--- src/rtl/id_ex_stage_if.sv ---
// ID/EX boundary bundle: decoded ID fields in, registered EX fields and hazard status out.
// The master side is the upstream ID logic; the slave side is the pipeline register.
interface id_ex_stage_if #(
  parameter int DATA_W = 32,
  parameter int CNT_W  = 16
);
  logic              id_valid;
  logic [DATA_W-1:0] id_pc_plus4;
  logic [4:0]        id_rs, id_rt, id_rd;
  logic              id_uses_rt;
  logic [DATA_W-1:0] id_rs_data, id_rt_data, id_imm;
  logic [5:0]        id_funct;
  logic              id_reg_dst, id_alu_src, id_mem_to_reg, id_reg_write;
  logic              id_mem_read, id_mem_write, id_branch, id_jump;
  logic [1:0]        id_alu_op;
  logic              flush;

  logic              stall;
  logic              ex_valid;
  logic [DATA_W-1:0] ex_pc_plus4, ex_rs_data, ex_rt_data, ex_imm;
  logic [4:0]        ex_rs, ex_rt, ex_write_reg;
  logic [5:0]        ex_funct;
  logic              ex_alu_src, ex_mem_to_reg, ex_reg_write;
  logic              ex_mem_read, ex_mem_write, ex_branch, ex_jump;
  logic [1:0]        ex_alu_op;
  logic [CNT_W-1:0]  bubble_cnt;

  modport master (
    output id_valid, id_pc_plus4, id_rs, id_rt, id_rd, id_uses_rt,
           id_rs_data, id_rt_data, id_imm, id_funct,
           id_reg_dst, id_alu_src, id_mem_to_reg, id_reg_write,
           id_mem_read, id_mem_write, id_branch, id_jump, id_alu_op, flush,
    input  stall, ex_valid, ex_pc_plus4, ex_rs_data, ex_rt_data, ex_imm,
           ex_rs, ex_rt, ex_write_reg, ex_funct,
           ex_alu_src, ex_mem_to_reg, ex_reg_write, ex_mem_read,
           ex_mem_write, ex_branch, ex_jump, ex_alu_op, bubble_cnt
  );

  modport slave (
    input  id_valid, id_pc_plus4, id_rs, id_rt, id_rd, id_uses_rt,
           id_rs_data, id_rt_data, id_imm, id_funct,
           id_reg_dst, id_alu_src, id_mem_to_reg, id_reg_write,
           id_mem_read, id_mem_write, id_branch, id_jump, id_alu_op, flush,
    output stall, ex_valid, ex_pc_plus4, ex_rs_data, ex_rt_data, ex_imm,
           ex_rs, ex_rt, ex_write_reg, ex_funct,
           ex_alu_src, ex_mem_to_reg, ex_reg_write, ex_mem_read,
           ex_mem_write, ex_branch, ex_jump, ex_alu_op, bubble_cnt
  );
endinterface

--- src/rtl/id_ex_stage.sv ---
// ID/EX pipeline register for the MIPS core with load-use hazard detection,
// flush squashing and a saturating count of inserted bubbles.
module id_ex_stage #(
  parameter int DATA_W = 32,
  parameter int CNT_W  = 16
) (
  input  logic          clk,
  input  logic          rst,
  id_ex_stage_if.slave  bus
);

  typedef struct packed {
    logic              valid;
    logic [DATA_W-1:0] pc_plus4;
    logic [DATA_W-1:0] rs_data;
    logic [DATA_W-1:0] rt_data;
    logic [DATA_W-1:0] imm;
    logic [4:0]        rs;
    logic [4:0]        rt;
    logic [4:0]        write_reg;
    logic [5:0]        funct;
    logic              alu_src;
    logic              mem_to_reg;
    logic              reg_write;
    logic              mem_read;
    logic              mem_write;
    logic              branch;
    logic              jump;
    logic [1:0]        alu_op;
  } ex_t;

  ex_t              ex_q, ex_d;
  logic [CNT_W-1:0] cnt_q, cnt_d;
  logic             hz;
  logic             ctl_en;

  // A load in EX whose destination feeds the ID instruction; $0 is never a real dependency.
  assign hz = bus.id_valid & ex_q.valid & ex_q.mem_read & (ex_q.write_reg != 5'd0)
            & ((ex_q.write_reg == bus.id_rs)
               | (bus.id_uses_rt & (ex_q.write_reg == bus.id_rt)));

  assign bus.stall = hz & ~bus.flush;
  assign ctl_en    = bus.id_valid;

  always_comb begin
    // NOTE: every combinational output gets a default first so no path leaves it unassigned (no latch).
    ex_d  = '0;
    cnt_d = cnt_q;
    if (bus.flush || hz) begin
      cnt_d = (cnt_q == {CNT_W{1'b1}}) ? cnt_q : cnt_q + CNT_W'(1);
    end else begin
      ex_d.valid      = bus.id_valid;
      ex_d.pc_plus4   = bus.id_pc_plus4;
      ex_d.rs_data    = bus.id_rs_data;
      ex_d.rt_data    = bus.id_rt_data;
      ex_d.imm        = bus.id_imm;
      ex_d.rs         = bus.id_rs;
      ex_d.rt         = bus.id_rt;
      ex_d.write_reg  = bus.id_reg_dst ? bus.id_rd : bus.id_rt;
      ex_d.funct      = bus.id_funct;
      ex_d.alu_src    = ctl_en & bus.id_alu_src;
      ex_d.mem_to_reg = ctl_en & bus.id_mem_to_reg;
      ex_d.reg_write  = ctl_en & bus.id_reg_write;
      ex_d.mem_read   = ctl_en & bus.id_mem_read;
      ex_d.mem_write  = ctl_en & bus.id_mem_write;
      ex_d.branch     = ctl_en & bus.id_branch;
      ex_d.jump       = ctl_en & bus.id_jump;
      ex_d.alu_op     = ctl_en ? bus.id_alu_op : 2'b00;
    end
  end

  always_ff @(posedge clk) begin
    // NOTE: state uses non-blocking assignments so all registers update from pre-edge values.
    if (rst) begin
      ex_q  <= '0;
      cnt_q <= '0;
    end else begin
      ex_q  <= ex_d;
      cnt_q <= cnt_d;
    end
  end

  assign bus.ex_valid      = ex_q.valid;
  assign bus.ex_pc_plus4   = ex_q.pc_plus4;
  assign bus.ex_rs_data    = ex_q.rs_data;
  assign bus.ex_rt_data    = ex_q.rt_data;
  assign bus.ex_imm        = ex_q.imm;
  assign bus.ex_rs         = ex_q.rs;
  assign bus.ex_rt         = ex_q.rt;
  assign bus.ex_write_reg  = ex_q.write_reg;
  assign bus.ex_funct      = ex_q.funct;
  assign bus.ex_alu_src    = ex_q.alu_src;
  assign bus.ex_mem_to_reg = ex_q.mem_to_reg;
  assign bus.ex_reg_write  = ex_q.reg_write;
  assign bus.ex_mem_read   = ex_q.mem_read;
  assign bus.ex_mem_write  = ex_q.mem_write;
  assign bus.ex_branch     = ex_q.branch;
  assign bus.ex_jump       = ex_q.jump;
  assign bus.ex_alu_op     = ex_q.alu_op;
  assign bus.bubble_cnt    = cnt_q;

endmodule

--- src/flat_wrapper.sv ---
// flat-port wrapper written by rule: the top's interface ports become plain ports
module id_ex_stage_flat 
#(
  parameter int DATA_W = 32,
  parameter int CNT_W  = 16
)
  (clk, rst, bus_id_valid, bus_id_pc_plus4, bus_id_rs, bus_id_rt, bus_id_rd, bus_id_uses_rt, bus_id_rs_data, bus_id_rt_data, bus_id_imm, bus_id_funct, bus_id_reg_dst, bus_id_alu_src, bus_id_mem_to_reg, bus_id_reg_write, bus_id_mem_read, bus_id_mem_write, bus_id_branch, bus_id_jump, bus_id_alu_op, bus_flush, bus_stall, bus_ex_valid, bus_ex_pc_plus4, bus_ex_rs_data, bus_ex_rt_data, bus_ex_imm, bus_ex_rs, bus_ex_rt, bus_ex_write_reg, bus_ex_funct, bus_ex_alu_src, bus_ex_mem_to_reg, bus_ex_reg_write, bus_ex_mem_read, bus_ex_mem_write, bus_ex_branch, bus_ex_jump, bus_ex_alu_op, bus_bubble_cnt);
  id_ex_stage_if #(.DATA_W(DATA_W), .CNT_W(CNT_W)) bus_i ();
  input  logic clk;
  input  logic rst;
  input wire logic [$bits(bus_i.id_valid)-1:0] bus_id_valid;
  input wire logic [$bits(bus_i.id_pc_plus4)-1:0] bus_id_pc_plus4;
  input wire logic [$bits(bus_i.id_rs)-1:0] bus_id_rs;
  input wire logic [$bits(bus_i.id_rt)-1:0] bus_id_rt;
  input wire logic [$bits(bus_i.id_rd)-1:0] bus_id_rd;
  input wire logic [$bits(bus_i.id_uses_rt)-1:0] bus_id_uses_rt;
  input wire logic [$bits(bus_i.id_rs_data)-1:0] bus_id_rs_data;
  input wire logic [$bits(bus_i.id_rt_data)-1:0] bus_id_rt_data;
  input wire logic [$bits(bus_i.id_imm)-1:0] bus_id_imm;
  input wire logic [$bits(bus_i.id_funct)-1:0] bus_id_funct;
  input wire logic [$bits(bus_i.id_reg_dst)-1:0] bus_id_reg_dst;
  input wire logic [$bits(bus_i.id_alu_src)-1:0] bus_id_alu_src;
  input wire logic [$bits(bus_i.id_mem_to_reg)-1:0] bus_id_mem_to_reg;
  input wire logic [$bits(bus_i.id_reg_write)-1:0] bus_id_reg_write;
  input wire logic [$bits(bus_i.id_mem_read)-1:0] bus_id_mem_read;
  input wire logic [$bits(bus_i.id_mem_write)-1:0] bus_id_mem_write;
  input wire logic [$bits(bus_i.id_branch)-1:0] bus_id_branch;
  input wire logic [$bits(bus_i.id_jump)-1:0] bus_id_jump;
  input wire logic [$bits(bus_i.id_alu_op)-1:0] bus_id_alu_op;
  input wire logic [$bits(bus_i.flush)-1:0] bus_flush;
  output wire logic [$bits(bus_i.stall)-1:0] bus_stall;
  output wire logic [$bits(bus_i.ex_valid)-1:0] bus_ex_valid;
  output wire logic [$bits(bus_i.ex_pc_plus4)-1:0] bus_ex_pc_plus4;
  output wire logic [$bits(bus_i.ex_rs_data)-1:0] bus_ex_rs_data;
  output wire logic [$bits(bus_i.ex_rt_data)-1:0] bus_ex_rt_data;
  output wire logic [$bits(bus_i.ex_imm)-1:0] bus_ex_imm;
  output wire logic [$bits(bus_i.ex_rs)-1:0] bus_ex_rs;
  output wire logic [$bits(bus_i.ex_rt)-1:0] bus_ex_rt;
  output wire logic [$bits(bus_i.ex_write_reg)-1:0] bus_ex_write_reg;
  output wire logic [$bits(bus_i.ex_funct)-1:0] bus_ex_funct;
  output wire logic [$bits(bus_i.ex_alu_src)-1:0] bus_ex_alu_src;
  output wire logic [$bits(bus_i.ex_mem_to_reg)-1:0] bus_ex_mem_to_reg;
  output wire logic [$bits(bus_i.ex_reg_write)-1:0] bus_ex_reg_write;
  output wire logic [$bits(bus_i.ex_mem_read)-1:0] bus_ex_mem_read;
  output wire logic [$bits(bus_i.ex_mem_write)-1:0] bus_ex_mem_write;
  output wire logic [$bits(bus_i.ex_branch)-1:0] bus_ex_branch;
  output wire logic [$bits(bus_i.ex_jump)-1:0] bus_ex_jump;
  output wire logic [$bits(bus_i.ex_alu_op)-1:0] bus_ex_alu_op;
  output wire logic [$bits(bus_i.bubble_cnt)-1:0] bus_bubble_cnt;
  assign bus_i.id_valid = bus_id_valid;
  assign bus_i.id_pc_plus4 = bus_id_pc_plus4;
  assign bus_i.id_rs = bus_id_rs;
  assign bus_i.id_rt = bus_id_rt;
  assign bus_i.id_rd = bus_id_rd;
  assign bus_i.id_uses_rt = bus_id_uses_rt;
  assign bus_i.id_rs_data = bus_id_rs_data;
  assign bus_i.id_rt_data = bus_id_rt_data;
  assign bus_i.id_imm = bus_id_imm;
  assign bus_i.id_funct = bus_id_funct;
  assign bus_i.id_reg_dst = bus_id_reg_dst;
  assign bus_i.id_alu_src = bus_id_alu_src;
  assign bus_i.id_mem_to_reg = bus_id_mem_to_reg;
  assign bus_i.id_reg_write = bus_id_reg_write;
  assign bus_i.id_mem_read = bus_id_mem_read;
  assign bus_i.id_mem_write = bus_id_mem_write;
  assign bus_i.id_branch = bus_id_branch;
  assign bus_i.id_jump = bus_id_jump;
  assign bus_i.id_alu_op = bus_id_alu_op;
  assign bus_i.flush = bus_flush;
  assign bus_stall = bus_i.stall;
  assign bus_ex_valid = bus_i.ex_valid;
  assign bus_ex_pc_plus4 = bus_i.ex_pc_plus4;
  assign bus_ex_rs_data = bus_i.ex_rs_data;
  assign bus_ex_rt_data = bus_i.ex_rt_data;
  assign bus_ex_imm = bus_i.ex_imm;
  assign bus_ex_rs = bus_i.ex_rs;
  assign bus_ex_rt = bus_i.ex_rt;
  assign bus_ex_write_reg = bus_i.ex_write_reg;
  assign bus_ex_funct = bus_i.ex_funct;
  assign bus_ex_alu_src = bus_i.ex_alu_src;
  assign bus_ex_mem_to_reg = bus_i.ex_mem_to_reg;
  assign bus_ex_reg_write = bus_i.ex_reg_write;
  assign bus_ex_mem_read = bus_i.ex_mem_read;
  assign bus_ex_mem_write = bus_i.ex_mem_write;
  assign bus_ex_branch = bus_i.ex_branch;
  assign bus_ex_jump = bus_i.ex_jump;
  assign bus_ex_alu_op = bus_i.ex_alu_op;
  assign bus_bubble_cnt = bus_i.bubble_cnt;
  id_ex_stage #(.DATA_W(DATA_W), .CNT_W(CNT_W)) u_core (.clk(clk), .rst(rst), .bus(bus_i));
endmodule
--- config.mk ---
export PLATFORM = sky130hd
export DESIGN_NAME = id_ex_stage_flat
export DESIGN_NICKNAME = d
export VERILOG_FILES = /design/src/rtl/id_ex_stage_if.sv /design/src/rtl/id_ex_stage.sv /design/src/flat_wrapper.sv
export SDC_FILE = /design/constraint.sdc
export NUM_CORES = 1
export LEC_CHECK = 0
export BUFFER_PORTS_ARGS = -buffer_cell sky130_fd_sc_hd__buf_4
export CAP_MARGIN = 40
export CORE_AREA = 2 2 134 136
export DETAILED_ROUTE_END_ITERATION = 16
export DIE_AREA = 0 0 136 138
export PLACE_DENSITY = 0.65
export REMOVE_ABC_BUFFERS = 1
export SETUP_SLACK_MARGIN = 0.3
export SYNTH_ARGS = -nofsm -noshare
export SYNTH_HDL_FRONTEND = slang
export SYNTH_SLANG_ARGS = --single-unit
--- constraint.sdc ---
create_clock -name clk -period 1.7 [get_ports clk]
set_input_delay 0.34 -clock clk [delete_from_list [all_inputs] [get_ports clk]]
set_output_delay 0.34 -clock clk [all_outputs]
set_load 0.01 [all_outputs]
==> impl_metrics.toml <==
[logic_synthesis]
yosysWarnings = 0
ys.flop_type = "dfxtp_1"
yosys-top-cells-area = "dfxtp_1 65%, and2_1 17%, xnor2_1 1.6%"
synth_top_cell_by_area = "dfxtp_1"
ys_seq_elements = 175
ys_types = 41
syn-instance-count = 466
synth-edff-count = 0
ys_seq_area_frac = 0.6501
syn_avg_cell_area_um2 = 11.56
async_flop_share = 0
syn-cell-area_um2 = 5389
yosysTopAreaCellShare = 0.6501

[floorplan]
ioPinCount = 340
die_area_um2 = 18770
num_rows = 49
core_um2 = 17530
die_height_um = 138
start_util = 0.3073
die_w_um = 136

[route]
routed_wirelength_mm = 16.27
antenna_left = 0
viasPerCell = 4.130
vias = 4551
drcViolationCount = 0
drt_first_pass_iters = 4
drt_iter0_drc = 131
wl_per_cell_um = 14.76

[clocking]
tritoncts = "built"
cts-hold-fix-buffers = 0
numCtsBuffers = 17
cts_buffer_depth = 2
clk_latency_ns = 0.42
cts_root_buf = "clkbuf_16"
clock-sinks = 175
h-tree-depth = 4
clkTransAtPathRegs_ns = 0.08

[placement]
place_congestion = 0.7870
hpwl_mm = 12.01
io_buffers = 339
dp.cells = 1056

[timing]
rsz0062_at_grt = "yes"
final_hold_viol_count = 0
finalCritPeriodShare = 1.142
worst_slack_ns = -0.2418
max_slew_margin = 0.8061
max_freq_mhz = 515.0
finalSetupViolCount = 170
fin_skew_ns = 0.01485
maxSlewViolCount = 0
finalCriticalPeriod_ns = 1.942
worstMarginPinSlew_ns = 0.2886

[setup_path]
cp_top_family = "compound AO/OA/AOI/OAI gates"
startpoint_type = "flop"
slowest_stage = "dfxtp_4"
max_stage_delay_ns = 0.39
worst-path-buf-inv = 2
cp_max_fo = 4
path_common_cell = "buf_4"
criticalPathCategory = "reg2reg"
r2r_slack_ns = -0.24
critPathArrivalTime_ns = 2.25
crit_required_ns = 2.01
path_cells = "xnor2_2 -> nand4_1 -> o22ai_4 -> nand2_2 -> buf_4 -> buf_4 -> a2111oi_4 -> mux2_4"
critPathCaptureType = "flop"

[power_and_ir_drop]
switching_power_mw = 2.196
internal_power_mw = 6.895
pwr-share-comb = 0.106
peakVddDrop_mv = 0.6423
power.share.sequential = 0.474
power_frac_clock = 0.420
leakagePower_nw = 4.533
switching_share = 0.2416
powerDensity_nw_per_um2 = 962.2

[global_routing]
grt_max_degree = 54
grt_pass1_wl_mm = 23.45
first_global_vias = 4341
grt_usage = 0.1622
grt_antenna_before_repair = 1
overflow = 0

[finish]
fillers = 1579
fin_cells = 1102
drive_above_1_share = 0.5367
fin_nets = 1024
finish.utilization = 0.5389
synthToLayoutAreaGrowth_pct = 75.34

[min_path]
hold_class = "in2reg"

[run_status]
violations = "setup timing"
status = "finished with violations"

[run]
maxCapViolations = 0
through the flow:
stage	setup TNS, ns	area (µm²)	power, mW	setup WS (ns)	hold WS, ns
after global routing	-38.95	9449	9.469	-0.3011	0.09301
after detailed placement	-30.29	8427	5.294	-0.2781	0.5441
after floorplan	-110.24	5228	4.650	-0.7361	0.4091
after global placement	-26.31	8427	5.285	-0.2352	0.5408
final	-27.83	9449	9.092	-0.2418	0.1180
after CTS	-15.35	9268	9.159	-0.2607	0.09403
cell type report:
class                      count  area, µm²  area share
inverter                       3      11.26    0.001192
clock inverter                13      132.6     0.01404
multi-input combinational    267       1902      0.2013
sequential                   175       3527      0.3733
tap                          229      286.5     0.03032
timing repair buffer         395       3134      0.3317
clock buffer                  19      452.9     0.04793
antenna                        1      2.502   0.0002648
layer usage:
layer / track usage / routed length (µm) / vias to the layer above
met2: 0.2803 / 8208 / 174
met4: 0.06195 / 278 / 0
met3: 0.05611 / 1420 / 15
li1: - / - / 2293
met1: 0.1821 / 6359 / 2069
met5: 0 / 0 / -
layout by cell type, fill, tap and decap left out, drive strengths merged, types with 2 or more instances in the layout:
cell / instances
a21oi: 14
a31oi: 2
and2: 145
and3: 12
buf: 393
clkbuf: 21
clkinv: 4
dfxtp: 175
inv: 11
mux2: 2
mux2i: 6
nand2: 9
nand3: 9
nand4: 5
nor2: 14
nor2b: 4
nor3: 3
o21ai: 10
or3: 9
xnor2: 10
synthesized netlist by cell type, types with 4 or more instances:
| library cell | instances |
|---|---|
| o21ai_0 | 6 |
| buf_6 | 7 |
| o21ai_1 | 4 |
| and3_1 | 12 |
| and2_1 | 145 |
| a21oi_1 | 10 |
| xnor2_1 | 10 |
| nor2_1 | 14 |
| clkbuf_2 | 9 |
| nand3_1 | 9 |
| nand2_1 | 9 |
| dfxtp_1 | 175 |
| nand4_1 | 4 |
| mux2i_1 | 6 |
| or3_1 | 9 |
what timing repair did:
item,in CTS,in global routing
buffers inserted,6,3
pin swaps,22,9
cloned,1,3
endpoints found under the setup margin,181,187
resized for setup,47,18
final timing paths:
kind | endpoint | start | depth (start not counted)
worst max-delay path | u_core.bus.bubble_cnt[15] | u_core.bus.ex_write_reg[4] | 8
worst min-delay path | u_core.bus.ex_rt_data[27] | bus_id_rt_data[27] | 2
worst max register to register | u_core.bus.bubble_cnt[15] | u_core.bus.ex_write_reg[4] | 8
worst min register to register | u_core.bus.bubble_cnt[7] | u_core.bus.bubble_cnt[7] | 3
cell families after synthesis:
logic type,count (synthesis),share of synthesized area
compound gates,31,0.03947
xor+xnor,11,0.01788
fa+ha+maj,1,0.002321
buf+inv,25,0.03204
flops,175,0.6501
mux,8,0.01532
simple gates,215,0.2429
power groups by stage:
stage	registers, mW	logic [mW]	clock network [mW]
final	4.31	0.967	3.82
after CTS	4.31	0.937	3.92
after global routing	4.32	1.05	4.10
after floorplan	4.48	0.174	0
after detailed placement	4.40	0.896	0
after global placement	4.39	0.891	0
Note: power is estimated with default switching activity, not from simulation.
